## src/rtl/riscv_ctrl_pkg.sv

```systemverilog
// Shared encodings for the multi-cycle RV32I control sequencer.
//   state_e      : FSM state encodings (also visible on dbg_state)
//   OP_*         : IR[6:0] opcodes understood by the sequencer
//   RES_/SRCA_/SRCB_/ALUOP_/IMM_* : select codes driven onto the datapath muxes
package riscv_ctrl_pkg;

    typedef enum logic [3:0] {
        StFetch    = 4'd0,
        StDecode   = 4'd1,
        StMemAdr   = 4'd2,
        StMemRead  = 4'd3,
        StMemWb    = 4'd4,
        StMemWrite = 4'd5,
        StExecR    = 4'd6,
        StAluWb    = 4'd7,
        StExecI    = 4'd8,
        StBeq      = 4'd10
    } state_e;

    localparam logic [6:0] OP_LW  = 7'b0000011;
    localparam logic [6:0] OP_SW  = 7'b0100011;
    localparam logic [6:0] OP_R   = 7'b0110011;
    localparam logic [6:0] OP_BEQ = 7'b1100011;
    localparam logic [6:0] OP_I   = 7'b0010011;

    localparam logic [1:0] RES_ALUOUT = 2'b00;
    localparam logic [1:0] RES_DATA   = 2'b01;
    localparam logic [1:0] RES_ALU    = 2'b10;

    localparam logic [1:0] SRCA_PC    = 2'b00;
    localparam logic [1:0] SRCA_OLDPC = 2'b01;
    localparam logic [1:0] SRCA_RS1   = 2'b10;

    localparam logic [1:0] SRCB_RS2   = 2'b00;
    localparam logic [1:0] SRCB_IMM   = 2'b01;
    localparam logic [1:0] SRCB_FOUR  = 2'b10;

    localparam logic [1:0] ALUOP_ADD   = 2'b00;
    localparam logic [1:0] ALUOP_SUB   = 2'b01;
    localparam logic [1:0] ALUOP_FUNCT = 2'b10;

    localparam logic [1:0] IMM_I = 2'b00;
    localparam logic [1:0] IMM_S = 2'b01;
    localparam logic [1:0] IMM_B = 2'b10;

    // States in which the sequencer is waiting on the memory handshake.
    function automatic logic is_mem_wait_state(state_e s);
        return (s == StFetch) || (s == StMemRead) || (s == StMemWrite);
    endfunction

endpackage

```

## src/rtl/imm_src_decoder.sv

```systemverilog
// Immediate-format select decoded straight from the IR opcode.
// Ports:
//   i_opcode   [6:0]  IR[6:0]
//   o_imm_src  [1:0]  00 = I-format (lw, I-type, default), 01 = S (sw), 10 = B (beq)
module imm_src_decoder
    import riscv_ctrl_pkg::*;
(
    input  logic [6:0] i_opcode,
    output logic [1:0] o_imm_src
);

    always_comb begin
        o_imm_src = IMM_I;
        case (i_opcode)
            OP_SW:   o_imm_src = IMM_S;
            OP_BEQ:  o_imm_src = IMM_B;
            default: o_imm_src = IMM_I;
        endcase
    end

endmodule

```

## src/rtl/multicycle_control_fsm.sv

```systemverilog
// Main control sequencer for the multi-cycle RV32I core (lw, sw, R-type, beq, optional I-type).
// Walks the instruction through its states and drives the PC/IR/register-file/memory strobes and
// the ALU/result mux selects. Memory states stall on i_mem_ready; a stall reaching MEM_WAIT_MAX
// cycles pulses o_mem_timeout and abandons the access (FETCH retries in place).
// Configuration: define MC_ITYPE_EN to make opcode 0010011 legal (DECODE -> EXECI -> ALUWB).
// Ports:
//   i_clk, i_rst (async, active high)
//   i_opcode [6:0], i_zero, i_mem_ready
//   o_pc_write, o_adr_src, o_ir_write, o_mem_write, o_reg_write       strobes / address select
//   o_result_src, o_alu_src_a, o_alu_src_b, o_alu_op, o_imm_src [1:0] datapath selects
//   o_illegal_op, o_mem_timeout                                       one-cycle event pulses
//   o_dbg_state [STATE_W-1:0]                                         current state encoding
module multicycle_control_fsm
    import riscv_ctrl_pkg::*;
#(
    parameter int unsigned STATE_W      = 4,
    parameter int unsigned MEM_WAIT_MAX = 15
) (
    input  logic               i_clk,
    input  logic               i_rst,
    input  logic [6:0]         i_opcode,
    input  logic               i_zero,
    input  logic               i_mem_ready,
    output logic               o_pc_write,
    output logic               o_adr_src,
    output logic               o_ir_write,
    output logic               o_mem_write,
    output logic               o_reg_write,
    output logic [1:0]         o_result_src,
    output logic [1:0]         o_alu_src_a,
    output logic [1:0]         o_alu_src_b,
    output logic [1:0]         o_alu_op,
    output logic [1:0]         o_imm_src,
    output logic               o_illegal_op,
    output logic               o_mem_timeout,
    output logic [STATE_W-1:0] o_dbg_state
);

    localparam int unsigned CNT_W = (MEM_WAIT_MAX > 0) ? $clog2(MEM_WAIT_MAX + 1) : 1;
    localparam logic [CNT_W-1:0] WAIT_LIMIT = CNT_W'(MEM_WAIT_MAX);
    localparam logic [CNT_W-1:0] CNT_SAT    = '1;
    localparam bit               TIMEOUT_EN = (MEM_WAIT_MAX > 0);

    state_e           r_state;
    state_e           w_state_next;
    logic [CNT_W-1:0] r_wait_cnt;
    logic [CNT_W-1:0] w_wait_cnt_next;
    logic             w_wait_state;
    logic             w_timeout;
    logic             w_illegal;
    logic [1:0]       w_imm_src;

    // A ready in the same cycle as the limit completes the access, so it suppresses the timeout.
    always_comb begin
        w_wait_state = is_mem_wait_state(r_state);
        w_timeout    = TIMEOUT_EN && w_wait_state && !i_mem_ready && (r_wait_cnt == WAIT_LIMIT);
    end

    always_comb begin
        w_state_next = r_state;
        w_illegal    = 1'b0;
        case (r_state)
            StFetch: begin
                if (i_mem_ready) w_state_next = StDecode;
            end
            StDecode: begin
                case (i_opcode)
                    OP_LW, OP_SW: w_state_next = StMemAdr;
                    OP_R:         w_state_next = StExecR;
                    OP_BEQ:       w_state_next = StBeq;
`ifdef MC_ITYPE_EN
                    OP_I:         w_state_next = StExecI;
`endif
                    default: begin
                        w_state_next = StFetch;
                        w_illegal    = 1'b1;
                    end
                endcase
            end
            StMemAdr: w_state_next = (i_opcode == OP_SW) ? StMemWrite : StMemRead;
            StMemRead: begin
                if (i_mem_ready)    w_state_next = StMemWb;
                else if (w_timeout) w_state_next = StFetch;
            end
            StMemWb: w_state_next = StFetch;
            StMemWrite: begin
                if (i_mem_ready || w_timeout) w_state_next = StFetch;
            end
            StExecR: w_state_next = StAluWb;
`ifdef MC_ITYPE_EN
            StExecI: w_state_next = StAluWb;
`endif
            StAluWb: w_state_next = StFetch;
            StBeq:   w_state_next = StFetch;
            default: w_state_next = StFetch;
        endcase
    end

    // Counts stalled cycles only; any completion, timeout or state change restarts it.
    always_comb begin
        w_wait_cnt_next = r_wait_cnt;
        if ((w_state_next != r_state) || !w_wait_state || i_mem_ready || w_timeout) begin
            w_wait_cnt_next = '0;
        end else if (r_wait_cnt != CNT_SAT) begin
            w_wait_cnt_next = r_wait_cnt + CNT_W'(1);
        end
    end

    always_ff @(posedge i_clk or posedge i_rst) begin
        if (i_rst) begin
            r_state    <= StFetch;
            r_wait_cnt <= '0;
        end else begin
            r_state    <= w_state_next;
            r_wait_cnt <= w_wait_cnt_next;
        end
    end

    imm_src_decoder u_imm_src_decoder (
        .i_opcode  (i_opcode),
        .o_imm_src (w_imm_src)
    );

    // Moore decode; i_rst gates everything so no strobe escapes while reset is held.
    always_comb begin
        o_pc_write    = 1'b0;
        o_adr_src     = 1'b0;
        o_ir_write    = 1'b0;
        o_mem_write   = 1'b0;
        o_reg_write   = 1'b0;
        o_result_src  = RES_ALUOUT;
        o_alu_src_a   = SRCA_PC;
        o_alu_src_b   = SRCB_RS2;
        o_alu_op      = ALUOP_ADD;
        o_imm_src     = IMM_I;
        o_illegal_op  = 1'b0;
        o_mem_timeout = 1'b0;
        if (!i_rst) begin
            o_imm_src     = w_imm_src;
            o_illegal_op  = w_illegal;
            o_mem_timeout = w_timeout;
            case (r_state)
                StFetch: begin
                    o_alu_src_b  = SRCB_FOUR;
                    o_result_src = RES_ALU;
                    o_ir_write   = i_mem_ready;
                    o_pc_write   = i_mem_ready;
                end
                StDecode: begin
                    o_alu_src_a = SRCA_OLDPC;
                    o_alu_src_b = SRCB_IMM;
                end
                StMemAdr: begin
                    o_alu_src_a = SRCA_RS1;
                    o_alu_src_b = SRCB_IMM;
                end
                StMemRead: begin
                    o_adr_src = 1'b1;
                end
                StMemWb: begin
                    o_result_src = RES_DATA;
                    o_reg_write  = 1'b1;
                end
                StMemWrite: begin
                    o_adr_src   = 1'b1;
                    o_mem_write = 1'b1;
                end
                StExecR: begin
                    o_alu_src_a = SRCA_RS1;
                    o_alu_op    = ALUOP_FUNCT;
                end
`ifdef MC_ITYPE_EN
                StExecI: begin
                    o_alu_src_a = SRCA_RS1;
                    o_alu_src_b = SRCB_IMM;
                    o_alu_op    = ALUOP_FUNCT;
                end
`endif
                StAluWb: begin
                    o_reg_write = 1'b1;
                end
                StBeq: begin
                    o_alu_src_a = SRCA_RS1;
                    o_alu_op    = ALUOP_SUB;
                    o_pc_write  = i_zero;
                end
                default: begin
                    o_imm_src = IMM_I;
                end
            endcase
        end
    end

    assign o_dbg_state = STATE_W'(r_state);

endmodule

```

## config.mk

```make
export PLATFORM = sky130hd
export DESIGN_NAME = multicycle_control_fsm
export DESIGN_NICKNAME = d
export VERILOG_FILES = /design/src/rtl/riscv_ctrl_pkg.sv /design/src/rtl/imm_src_decoder.sv /design/src/rtl/multicycle_control_fsm.sv
export SDC_FILE = /design/constraint.sdc
export NUM_CORES = 1
export LEC_CHECK = 0
export ABC_AREA = 1
export BUFFER_PORTS_ARGS = -buffer_cell sky130_fd_sc_hd__clkbuf_2
export CAP_MARGIN = 15
export CORE_ASPECT_RATIO = 1.25
export CORE_MARGIN = 5
export CORE_UTILIZATION = 35
export CTS_CLUSTER_SIZE = 40
export DETAILED_ROUTE_END_ITERATION = 6
export MAX_ROUTING_LAYER = met4
export SYNTH_ARGS = -nofsm -noshare
export SYNTH_HDL_FRONTEND = slang
export SYNTH_HIERARCHICAL = 1
export SYNTH_SLANG_ARGS = --single-unit
```

## constraint.sdc

```tcl
create_clock -name i_clk -period 1.1 [get_ports i_clk]
set_input_delay 0.11 -clock i_clk [delete_from_list [all_inputs] [get_ports i_clk]]
set_output_delay 0.11 -clock i_clk [all_outputs]
set_load 0.01 [all_outputs]
```

==> impl_metrics.csv, run 1 <==
group,metric,value,unit
critical_path,crit_arrival,1400,ps
yosys,netlist_area,789.5,sq um
min_path,min_to,"o_dbg_state[3]",
die,initial_core_util,36.10,%
critical_path,regToRegEndpoint,"o_dbg_state[1]",
sta,layout_setup_ws,-406.3,ps
placed_design,placed_area,0.001152,sq mm
global_route,met2_usage,27.80,%
yosys,netlist_instances,119,
yosys,yosys_warnings,6,
yosys,ys.flop_type,"dfrtp_1",
clock_network,cts_root_buffer,"clkbuf_4",
yosys,synth_edf_count,0,
clock_network,cts-buffers-inserted,3,
yosys,synthArstFlopShare,100.0,%
sta,period_share,136.9,%
global_route,groute.usage.overall,16.39,%
critical_path,rrSetupSlack,-290,ps
yosys,ys_types,24,
sta,slew_violations,0,
final_layout,final.fill_count,195,
global_route,grt_use_met1,19.82,%
die,coreArea,0.002187,sq mm
critical_path,rr_worst_depth,9,
die,die_w,52.48,um
sta,final_hold_viol_count,0,
critical_path,cp_data_required_time,990,ps
final_layout,area.sequential,205.2,sq um
sta,finalSetupViolCount,25,
critical_path,worstReg2RegStart,"o_dbg_state[0]",
final_layout,syn_to_final_growth,72.58,%
run,drv_cap,0,
routing,wl_per_cell,11.61,um
critical_path,start_kind,"flip-flop",
sta,worst_pin_slew,278.3,ps
yosys,ys_ff_latch,8,
clock_network,clkSinkCount,8,
global_route,grt_max_degree,9,
global_route,grtUsageMet3,2.123,%
global_route,first_global_vias,921,
sta,rsz0062_at_grt,"true",
routing,via_per_inst,4.481,
pwr,leakage,0.7527,nW
die,num_rows,19,
run_status,status,"finished with violations",
final_layout,n_antenna_cell,0,
yosys,postSynthAreaPerCell,6.635,sq um
final_layout,design_area,0.001363,sq mm
min_path,hold_class,"input port to flip-flop",
global_route,grt-ovfl-total,0,
placed_design,io_buffers,31,
global_route,grt.busiest_layer,"met2",
placed_design,gp_congestion,0.8989,
routing,drtIter0Drc,20,
routing,route.detailed.drc,0,
die,die_y,63.10,um
clock_network,clock_path_buffers,2,
clock_network,clk_pin_slew,50,ps
pwr,ir_worst_vdd,688.1,uV
run_status,violations,"negative setup slack",
sta,slew_headroom,81.44,%
clock_network,worstSkewPairLatency,250,ps
routing,wl,2391,um
final_layout,final_nets,188,
min_path,min_from,"i_opcode[6]",
min_path,whs_path_depth,3,
sta,fin_skew,2.395,ps
pwr,power_density,777.9,mW/mm^2
final_layout,drive_gt1_share,62.29,%
yosys,seq_area_frac_synth,25.36,%
yosys,syn-num-nets,131,
critical_path,crit_path_end_kind,"output port",
routing,vias,923,
routing,ant_nets,0,
sta,min_period,1506,ps
sta,max_freq,663.9,MHz
die,die_area,0.003311,sq mm
global_route,antenna_found_initial,0,
clock_network,postCtsHoldBufs,0,
placed_design,dp_hpwl,1887,um
clock_network,h-tree-depth,1,
critical_path,crit_path_max_fanout,5,
critical_path,crit_type,"flip-flop to output port",
clock_network,cts_tree,"built",
die,ioPinCount,32,
pwr,p_total,1.060,mW
routing,detailedRoute.firstPassIterationCount,2,
global_route,grt_pass1_wl,4084,um
final_layout,multiInputGateArea,631.9,sq um
==> cell families (layout without fill, tap and decap cells) <==
| kind of cell | Yosys count | after routing | share of synthesized area (%) |
|---|---|---|---|
| simple gates | 74 | 74 | 49.60 |
| buf+inv | 26 | 82 | 13.00 |
| compound gates | 8 | 8 | 8.242 |
| flops | 8 | 8 | 25.36 |
| xor+xnor | 2 | 2 | 2.219 |
| fa+ha+maj | 1 | 1 | 1.585 |
==> cell usage after synthesis (2+ instances only) <==
library cell  count  area share [%]
o21ai_1           2             1.3
nor2_2            2             1.6
inv_1            22              10
nor3_2            7             8.9
nor2_1           21              10
dfrtp_1           8              25
a21oi_1           2             1.3
nand3_1          10             6.3
nand2_1          24              11
nand2_2           2             1.6
nand2_4           4             5.7
o21ai_0           2             1.3
inv_2             2            0.95
==> state kept, by name, indices dropped and copies added, names as in the netlist <==
signal       count
o_dbg_state      4
r_wait_cnt       4
==> timing repair <==
action                                  CTS  global route
pin swaps                                11             7
buffers inserted                          4             2
endpoints found under the setup margin   25            27
gates resized for setup                  26            27
==> area by class of cell <==
type	count	area share, %
clock buffers	4	1.928
inverters	24	7.163
multi-input cells	85	46.37
flip-flops and latches	8	15.06
well taps	31	2.847
repair buffers	54	26.63
==> through the flow <==
step | setup WS [ps] | hold slack [ps] | util (%) | cells | setup TNS (ps)
after floorplan | -95.51 | 159.1 | - | 119 | -568.5
after global placement | -138.1 | 337.8 | 52.69 | 197 | -1939
after detailed placement | -202.1 | 333.9 | 52.69 | 197 | -2529
after CTS | -410.3 | 125.4 | 59.10 | 204 | -7397
after global routing | -494.6 | 173.9 | 62.30 | 206 | -9635
final | -406.3 | 154.4 | 62.30 | 206 | -7687
==> worst max-delay path: stages, from the launching register on <==
cell	delay [ps]
dfrtp_2	450
nor2_4	190
inv_2	80
nor2_4	110
nand2_1	80
nor2_1	90
buf_2	140
==> layout by cell type (no fill, tap or decap), types with 4 or more instances in the layout <==
master    instances
buf_6             8
nand2_4           9
nor3_4            5
inv_2             4
clkbuf_2         16
buf_2            13
nor2_4            4
nand2_1          18
buf_4            17
nand3_1           8
nor2_2            9
inv_1            17
dfrtp_1           4
dfrtp_2           4
nor2_1           11
==> worst max-delay path by stage <==
| stage | start | end | depth (start not counted) |
|---|---|---|---|
| CTS | o_dbg_state[0] | o_pc_write | 8 |
| finish | o_dbg_state[3] | o_illegal_op | 6 |
| global route | o_dbg_state[0] | o_pc_write | 8 |
| floorplan | o_dbg_state[3] | r_wait_cnt[3] | 6 |
| global placement | o_dbg_state[3] | r_wait_cnt[2] | 6 |
| detailed placement | o_dbg_state[3] | r_wait_cnt[2] | 6 |
==> layer usage <==
layer	part of all wire [%]	up-vias	wire [um]
met3	3.8	2	90
met1	41	423	980
met2	54	21	1296
met4	0.96	0	23
met5	0	-	0
li1	-	477	-
==> power breakdown <==
group | internal, mW | switching, mW | leakage, nW
sequential | 0.315 | 0.0249 | 0.102
combinational | 0.211 | 0.269 | 0.635
clock | 0.139 | 0.100 | 0.0150
Note: power is estimated with default switching activity, not from simulation.
==> inputs of run 2 (changes only) <==
--- a/config.mk
+++ b/config.mk
@@ -14,6 +14,7 @@
 export CTS_CLUSTER_SIZE = 40
 export DETAILED_ROUTE_END_ITERATION = 6
 export MAX_ROUTING_LAYER = met4
+export SKIP_LAST_GASP = 1
 export SYNTH_ARGS = -nofsm -noshare
 export SYNTH_HDL_FRONTEND = slang
 export SYNTH_HIERARCHICAL = 1
==> constraint.sdc (replaced) <==
create_clock -name i_clk -period 1.4 [get_ports i_clk]
set_input_delay 0.14 -clock i_clk [delete_from_list [all_inputs] [get_ports i_clk]]
set_output_delay 0.14 -clock i_clk [all_outputs]
set_load 0.01 [all_outputs]
==> run 2 against run 1 <==
Compared with the run above:
- the flow still finishes with violations (negative setup slack)
- total power fell by 29%
- clock-buffer cell count fell by 1
- sequential share of layout area rose by 1.4 points
- non-clock buffer count fell by 4
- die area did not move
- sequential power fell by 23%
==> impl_metrics.csv, run 2 (synthesis results as in run 1) <==
group,metric,value,unit
die,die_area,0.003311,sq mm
min_path,whs_path_depth,3,
pwr,switching_share,36.99,%
critical_path,crit_top_cell,"buf_4",
global_route,antenna_found_initial,0,
min_path,min_to,"o_dbg_state[3]",
final_layout,utilization,56.35,%
routing,ant_nets,0,
clock_network,clk_pin_slew,60,ps
critical_path,worstReg2RegStart,"o_dbg_state[1]",
critical_path,rr_worst_depth,10,
global_route,grt_pass1_wl,3712,um
global_route,groute.usage.overall,14.96,%
routing,wl,2261,um
final_layout,final_nets,184,
clock_network,clkSinkCount,8,
critical_path,regToRegEndpoint,"o_dbg_state[2]",
sta,slew_violations,0,
global_route,grt-ovfl-total,0,
pwr,p_clk_share,24.2,%
critical_path,cp_slowest_cell,"dfrtp_2",
placed_design,gp_congestion,0.8211,
clock_network,h-tree-depth,1,
die,coreArea,0.002187,sq mm
critical_path,cpPeakStageDelay,450,ps
critical_path,crit_path_max_fanout,3,
die,die_w,52.48,um
clock_network,clock_path_buffers,2,
pwr,power_frac_seq,34.7,%
final_layout,design_area,0.001232,sq mm
critical_path,crit_arrival,1480,ps
placed_design,placed_area,993.5,sq um
placed_design,placed_cells,182,
pwr,power_density,610.6,mW/mm^2
final_layout,syn_to_final_growth,56.10,%
routing,detailedRoute.firstPassIterationCount,4,
die,initial_core_util,36.10,%
clock_network,cts_root_buffer,"clkbuf_4",
sta,finalSetupViolCount,16,
pwr,p_total,0.7526,mW
critical_path,start_kind,"flip-flop",
run_status,violations,"negative setup slack",
clock_network,postCtsHoldBufs,0,
final_layout,final_common_cell,"clkbuf_2",
final_layout,layout_common_cells,"clkbuf_2, nand2_1, nor2_1, inv_1, buf_4",
sta,rsz0062_at_grt,"true",
pwr,p_comb_share,41.1,%
final_layout,drive_gt1_share,52.94,%
routing,via_per_inst,4.493,
routing,wl_per_cell,11.25,um
routing,vias,903,
critical_path,crit_path_end_kind,"output port",
routing,route.detailed.drc,0,
sta,min_period,1618,ps
pwr,ir_worst_vdd,477.7,uV
global_route,grt_max_degree,11,
pwr,power_switching,0.2784,mW
min_path,hold_class,"input port to flip-flop",
die,ioPinCount,32,
pwr,leakage,0.7216,nW
min_path,min_from,"i_opcode[6]",
sta,period_share,115.6,%
sta,final_hold_viol_count,0,
run_status,status,"finished with violations",
clock_network,worstSkewPairLatency,260,ps
placed_design,dp_hpwl,1682,um
routing,drtIter0Drc,6,
die,num_rows,19,
run,drv_cap,0,
critical_path,rrSetupSlack,10,ps
sta,fin_skew,5.064,ps
final_layout,layout.cells.non_filler,201,
critical_path,crit_type,"flip-flop to output port",
final_layout,n_antenna_cell,0,
sta,worst_pin_slew,319.0,ps
sta,max_freq,617.9,MHz
clock_network,cts-buffers-inserted,3,
placed_design,io_buffers,31,
die,die_y,63.10,um
clock_network,cts_tree,"built",
global_route,first_global_vias,924,
critical_path,cp_data_required_time,1260,ps
critical_path,path_cells,"buf_4 -> buf_4 -> nor2_2 -> inv_1 -> a21oi_2 -> buf_2",
sta,layout_setup_ws,-218.4,ps
sta,slew_headroom,78.73,%
pwr,p_int,0.4742,mW
## run 2: cell types whose count changed in the layout (fill, tap and decap cells not counted), moves of 2 or more
| cell | before | now |
|---|---|---|
| dfrtp_1 | 4 | 6 |
| buf_2 | 13 | 10 |
| nor3_4 | 5 | 2 |
| inv_4 | 3 | 1 |
| dfrtp_2 | 4 | 2 |
| clkbuf_2 | 16 | 21 |
| nor2_2 | 9 | 2 |
| nor3_2 | 3 | 6 |
| buf_6 | 8 | 3 |
| nand2_4 | 9 | 6 |
| nor2_1 | 11 | 19 |
| nand2_1 | 18 | 20 |
## run 2: critical path, delay by kind of cell, from the launching register on
family          cells  cell delay [ps]
compound gates      1              120
buf+inv             4              520
simple gates        1              130
flops               1              450
## run 2: power by group through the flow
stage                     registers (mW)  logic [mW]  clock network (mW)
after global placement             0.264       0.246                   0
after floorplan                    0.269       0.163                   0
final                              0.261       0.309               0.182
after CTS                          0.259       0.282               0.190
after detailed placement           0.265       0.249                   0
after global routing               0.262       0.346               0.204
## run 2: how the worst max path moves through the flow
stage              startpoint         endpoint  slack, ps  cells after the start
6_report       o_dbg_state[3]   o_alu_src_a[1]       -220                      6
5_1_grt        o_dbg_state[3]    o_mem_timeout       -290                      6
4_1_cts        o_dbg_state[1]    o_mem_timeout       -200                      8
3_5_place_dp   o_dbg_state[3]    r_wait_cnt[0]         60                      6
3_3_place_gp   o_dbg_state[3]    r_wait_cnt[2]         90                      6
2_1_floorplan  o_dbg_state[3]  o_result_src[1]         10                      4
## run 2: per-layer routing
| layer | share of wire (%) | track usage (%) | up-vias | routed length [um] |
|---|---|---|---|---|
| li1 | - | - | 469 | - |
| met1 | 39 | 15.77 | 408 | 887 |
| met2 | 55 | 25.16 | 21 | 1236 |
| met3 | 3.8 | 3.066 | 5 | 85 |
| met4 | 2.3 | 8.307 | 0 | 51 |
| met5 | 0 | - | - | 0 |
## run 2: layout make-up
cell class | instances | area (sq um)
fillers | 224 | 954.7
flip-flops and latches | 8 | 202.7
inverters | 24 | 92.59
repair buffers | 50 | 309.0
well taps | 31 | 38.79
clock buffers | 3 | 22.52
multi-input cells | 85 | 566.8
## run 2: timing repair
action / CTS / global route
gates cloned: 0 / 0
pin swaps: 5 / 6
resized for setup: 13 / 26
endpoints found under the setup margin: 17 / 21
buffers inserted: 12 / 5
## run 2: per-stage QoR
stage	worst slack (ps)	hold slack, ps	TNS (ps)
2_1_floorplan	11.25	153.7	0
4_1_cts	-196.0	147.1	-1818
3_5_place_dp	62.96	366.6	0
6_report	-218.4	191.4	-1572
5_1_grt	-290.3	203.3	-3280
3_3_place_gp	85.99	354.9	0
==> inputs of run 3 (changes only) <==
--- a/config.mk
+++ b/config.mk
@@ -14,8 +14,8 @@
 export CTS_CLUSTER_SIZE = 40
 export DETAILED_ROUTE_END_ITERATION = 6
 export MAX_ROUTING_LAYER = met4
+export RECOVER_POWER = 100
 export SKIP_LAST_GASP = 1
 export SYNTH_ARGS = -nofsm -noshare
 export SYNTH_HDL_FRONTEND = slang
-export SYNTH_HIERARCHICAL = 1
 export SYNTH_SLANG_ARGS = --single-unit
==> run 3 against run 2 <==
Compared with the run above:
- final cell count decreased by 5.5%
- non-clock buffer count fell by 7
- design area is 6.7% lower
- highest routed layer unchanged
- setup slack better by 51 ps
- global-route usage shrank 0.28 points
- die area decreased by 2.0%
- core utilization is 3.2 points lower
- largest power group unchanged
- first-iteration DRC count increased by 130%
- via count is 2.2% lower
- register-to-register slack improved by 150 ps
- clock power is essentially flat
- the run still ends with negative setup slack left
==> impl_metrics.csv, run 3 <==
group,metric,value,unit
die,coreArea,0.002163,sq mm
final_layout,layout_common_cells,"nand2_1, clkbuf_2, nor2_1, inv_1, buf_4",
placed_design,dp_hpwl,1677,um
die,die_y,62.47,um
yosys,synth_edf_count,0,
clock_network,worstSkewPairLatency,260,ps
yosys,netlist_instances,115,
global_route,grt-ovfl-total,0,
sta,final_hold_viol_count,0,
clock_network,cts_tree,"built",
final_layout,layout.cells.non_filler,190,
final_layout,final_nets,173,
die,initial_core_util,35.63,%
sta,slew_headroom,83.21,%
run_status,violations,"negative setup slack",
yosys,yosysTopAreaCellShare,25.97,%
sta,finalSetupViolCount,13,
critical_path,start_kind,"flip-flop",
routing,vias,883,
min_path,hold_class,"input port to asynchronous set/reset pin",
yosys,ys.flop_type,"dfrtp_1",
yosys,synth.most_common_cell,"nand2_1",
clock_network,clk_pin_slew,50,ps
clock_network,clock_path_buffers,2,
clock_network,cts_root_buffer,"clkbuf_4",
final_layout,final_common_cell,"nand2_1",
pwr,ir_worst_vdd,575.4,uV
placed_design,placed_cells,179,
yosys,yosys.area.top_type,"dfrtp_1",
run_status,status,"finished with violations",
critical_path,critPathTopFamily,"simple AND/OR/NAND/NOR gates",
placed_design,gp_congestion,0.7755,
critical_path,worstReg2RegStart,"o_dbg_state[0]",
sta,rsz0062_at_grt,"true",
routing,via_per_inst,4.647,
critical_path,cp_slowest_cell,"dfrtp_1",
clock_network,cts-buffers-inserted,3,
clock_network,h-tree-depth,1,
yosys,syn-num-nets,127,
clock_network,postCtsHoldBufs,0,
sta,slew_violations,0,
critical_path,crit_path_end_kind,"output port",
critical_path,regToRegEndpoint,"r_wait_cnt[0]",
die,die_area,0.003246,sq mm
clock_network,clkSinkCount,8,
yosys,synthArstFlopShare,100.0,%
final_layout,syn_to_final_growth,49.19,%
die,die_w,51.97,um
yosys,ys_types,27,
final_layout,n_antenna_cell,0,
routing,ant_nets,0,
critical_path,rr_worst_depth,7,
critical_path,cpPeakStageDelay,380,ps
global_route,antenna_found_initial,0,
final_layout,final.fill_count,212,
sta,min_period,1567,ps
routing,drtIter0Drc,14,
sta,layout_setup_ws,-167.0,ps
pwr,leakage,0.6344,nW
pwr,p_int,0.4613,mW
pwr,p_total,0.7317,mW
routing,wl_per_cell,12.12,um
global_route,grt_max_degree,10,
global_route,groute.usage.overall,14.68,%
critical_path,cp_data_required_time,1260,ps
pwr,power_frac_seq,36.0,%
die,num_rows,19,
global_route,first_global_vias,799,
yosys,netlist_area,770.7,sq um
global_route,grt_pass1_wl,3546,um
routing,route.detailed.drc,0,
critical_path,crit_buf_inv,2,
yosys,synth_commonest_cells,"nand2_1, nor2_1, inv_1",
routing,detailedRoute.firstPassIterationCount,4,
final_layout,area.sequential,203.9,sq um
die,ioPinCount,32,
critical_path,crit_type,"flip-flop to output port",
routing,wl,2302,um
final_layout,drive_gt1_share,49.06,%
sta,fin_skew,0.7769,ps
final_layout,multiInputGateArea,548.0,sq um
placed_design,io_buffers,31,
critical_path,crit_path_max_fanout,4,
sta,tns,-1511,ps
critical_path,crit_top_cell,"nand2_4",
run,drv_cap,0,
yosys,ys_ff_latch,8,
yosys,synth_area_leaders,"dfrtp_1, nand2_1, nor2_1",
critical_path,crit_arrival,1430,ps
pwr,power_density,636.4,mW/mm^2
pwr,p_clk_share,25.1,%
yosys,seq_area_frac_synth,25.97,%
sta,max_freq,638.1,MHz
pwr,switching_share,36.96,%
critical_path,cp.depth,7,
yosys,yosys_warnings,0,
critical_path,path_cells,"inv_2 -> nor2_4 -> nand2_4 -> nand2_4 -> nand3_4 -> nor2_2 -> buf_2",
sta,period_share,111.9,%
pwr,p_comb_share,39.0,%
critical_path,rrSetupSlack,160,ps
sta,worst_pin_slew,250.9,ps
pwr,power_switching,0.2704,mW
yosys,postSynthAreaPerCell,6.702,sq um
placed_design,place_ws,53.97,ps
==> run 3: per-layer routing <==
layer	global-route usage, %	vias up	wire length [um]
met5	-	-	0
met2	24.84	27	1240
met1	16.37	398	917
li1	-	453	-
met4	6.885	0	41
met3	2.148	5	103
==> run 3: cell type report <==
cell class | count | area share [%]
Tap cell | 31 | 3.373
Inverter | 19 | 6.202
Timing Repair Buffer | 43 | 23.07
Sequential cell | 8 | 17.74
Clock buffer | 3 | 1.959
Multi-Input combinational cell | 86 | 47.66
==> run 3: through the flow <==
step / hold WS, ps / area [sq um] / util [%]
2_1_floorplan: 151.6 / 777.0 / -
3_3_place_gp: 293.6 / 988.4 / 45.69
3_5_place_dp: 297.0 / 988.4 / 45.69
4_1_cts: 28.65 / 1089 / 50.32
5_1_grt: 152.6 / 1150 / 53.15
6_report: 121.6 / 1150 / 53.15
==> run 3: repair_timing <==
item,CTS,global route
pin swaps,7,2
buffers inserted,6,2
resized for setup,9,20
setup endpoints to repair,15,17
==> run 3: worst max path at each step <==
stage                              start       endpoint  slack, ps
after floorplan           o_dbg_state[0]     o_pc_write         20
after global placement    o_dbg_state[3]  o_mem_timeout         80
after detailed placement  o_dbg_state[3]  o_mem_timeout         50
after CTS                 o_dbg_state[0]     o_pc_write       -150
after global routing      o_dbg_state[2]   o_illegal_op       -260
final                     o_dbg_state[0]  o_mem_timeout       -170
==> run 3: power by group through the flow <==
stage,registers [mW],clock network (mW),logic [mW]
after floorplan,0.269,0,0.159
after global placement,0.267,0,0.229
after detailed placement,0.268,0,0.231
after CTS,0.262,0.192,0.279
after global routing,0.265,0.207,0.314
final,0.263,0.183,0.285
==> run 3: worst reg2reg max path: stages (launching register included) <==
cell and delay, ps:
dfrtp_1 380, inv_2 90, nor2_4 200, nand2_4 90
nand2_4 80, buf_4 110, nand2_4 60, nor3_2 150
==> run 3: cells by family after synthesis <==
| kind of cell | share of synthesized area, % |
|---|---|
| and+or+nand+nor | 51.62 |
| adders and majority gates | 1.623 |
| AOI/OAI and AO/OA | 7.630 |
| DFF | 25.97 |
| xor gates and xnor gates | 2.273 |
| buffers and inverters | 10.88 |
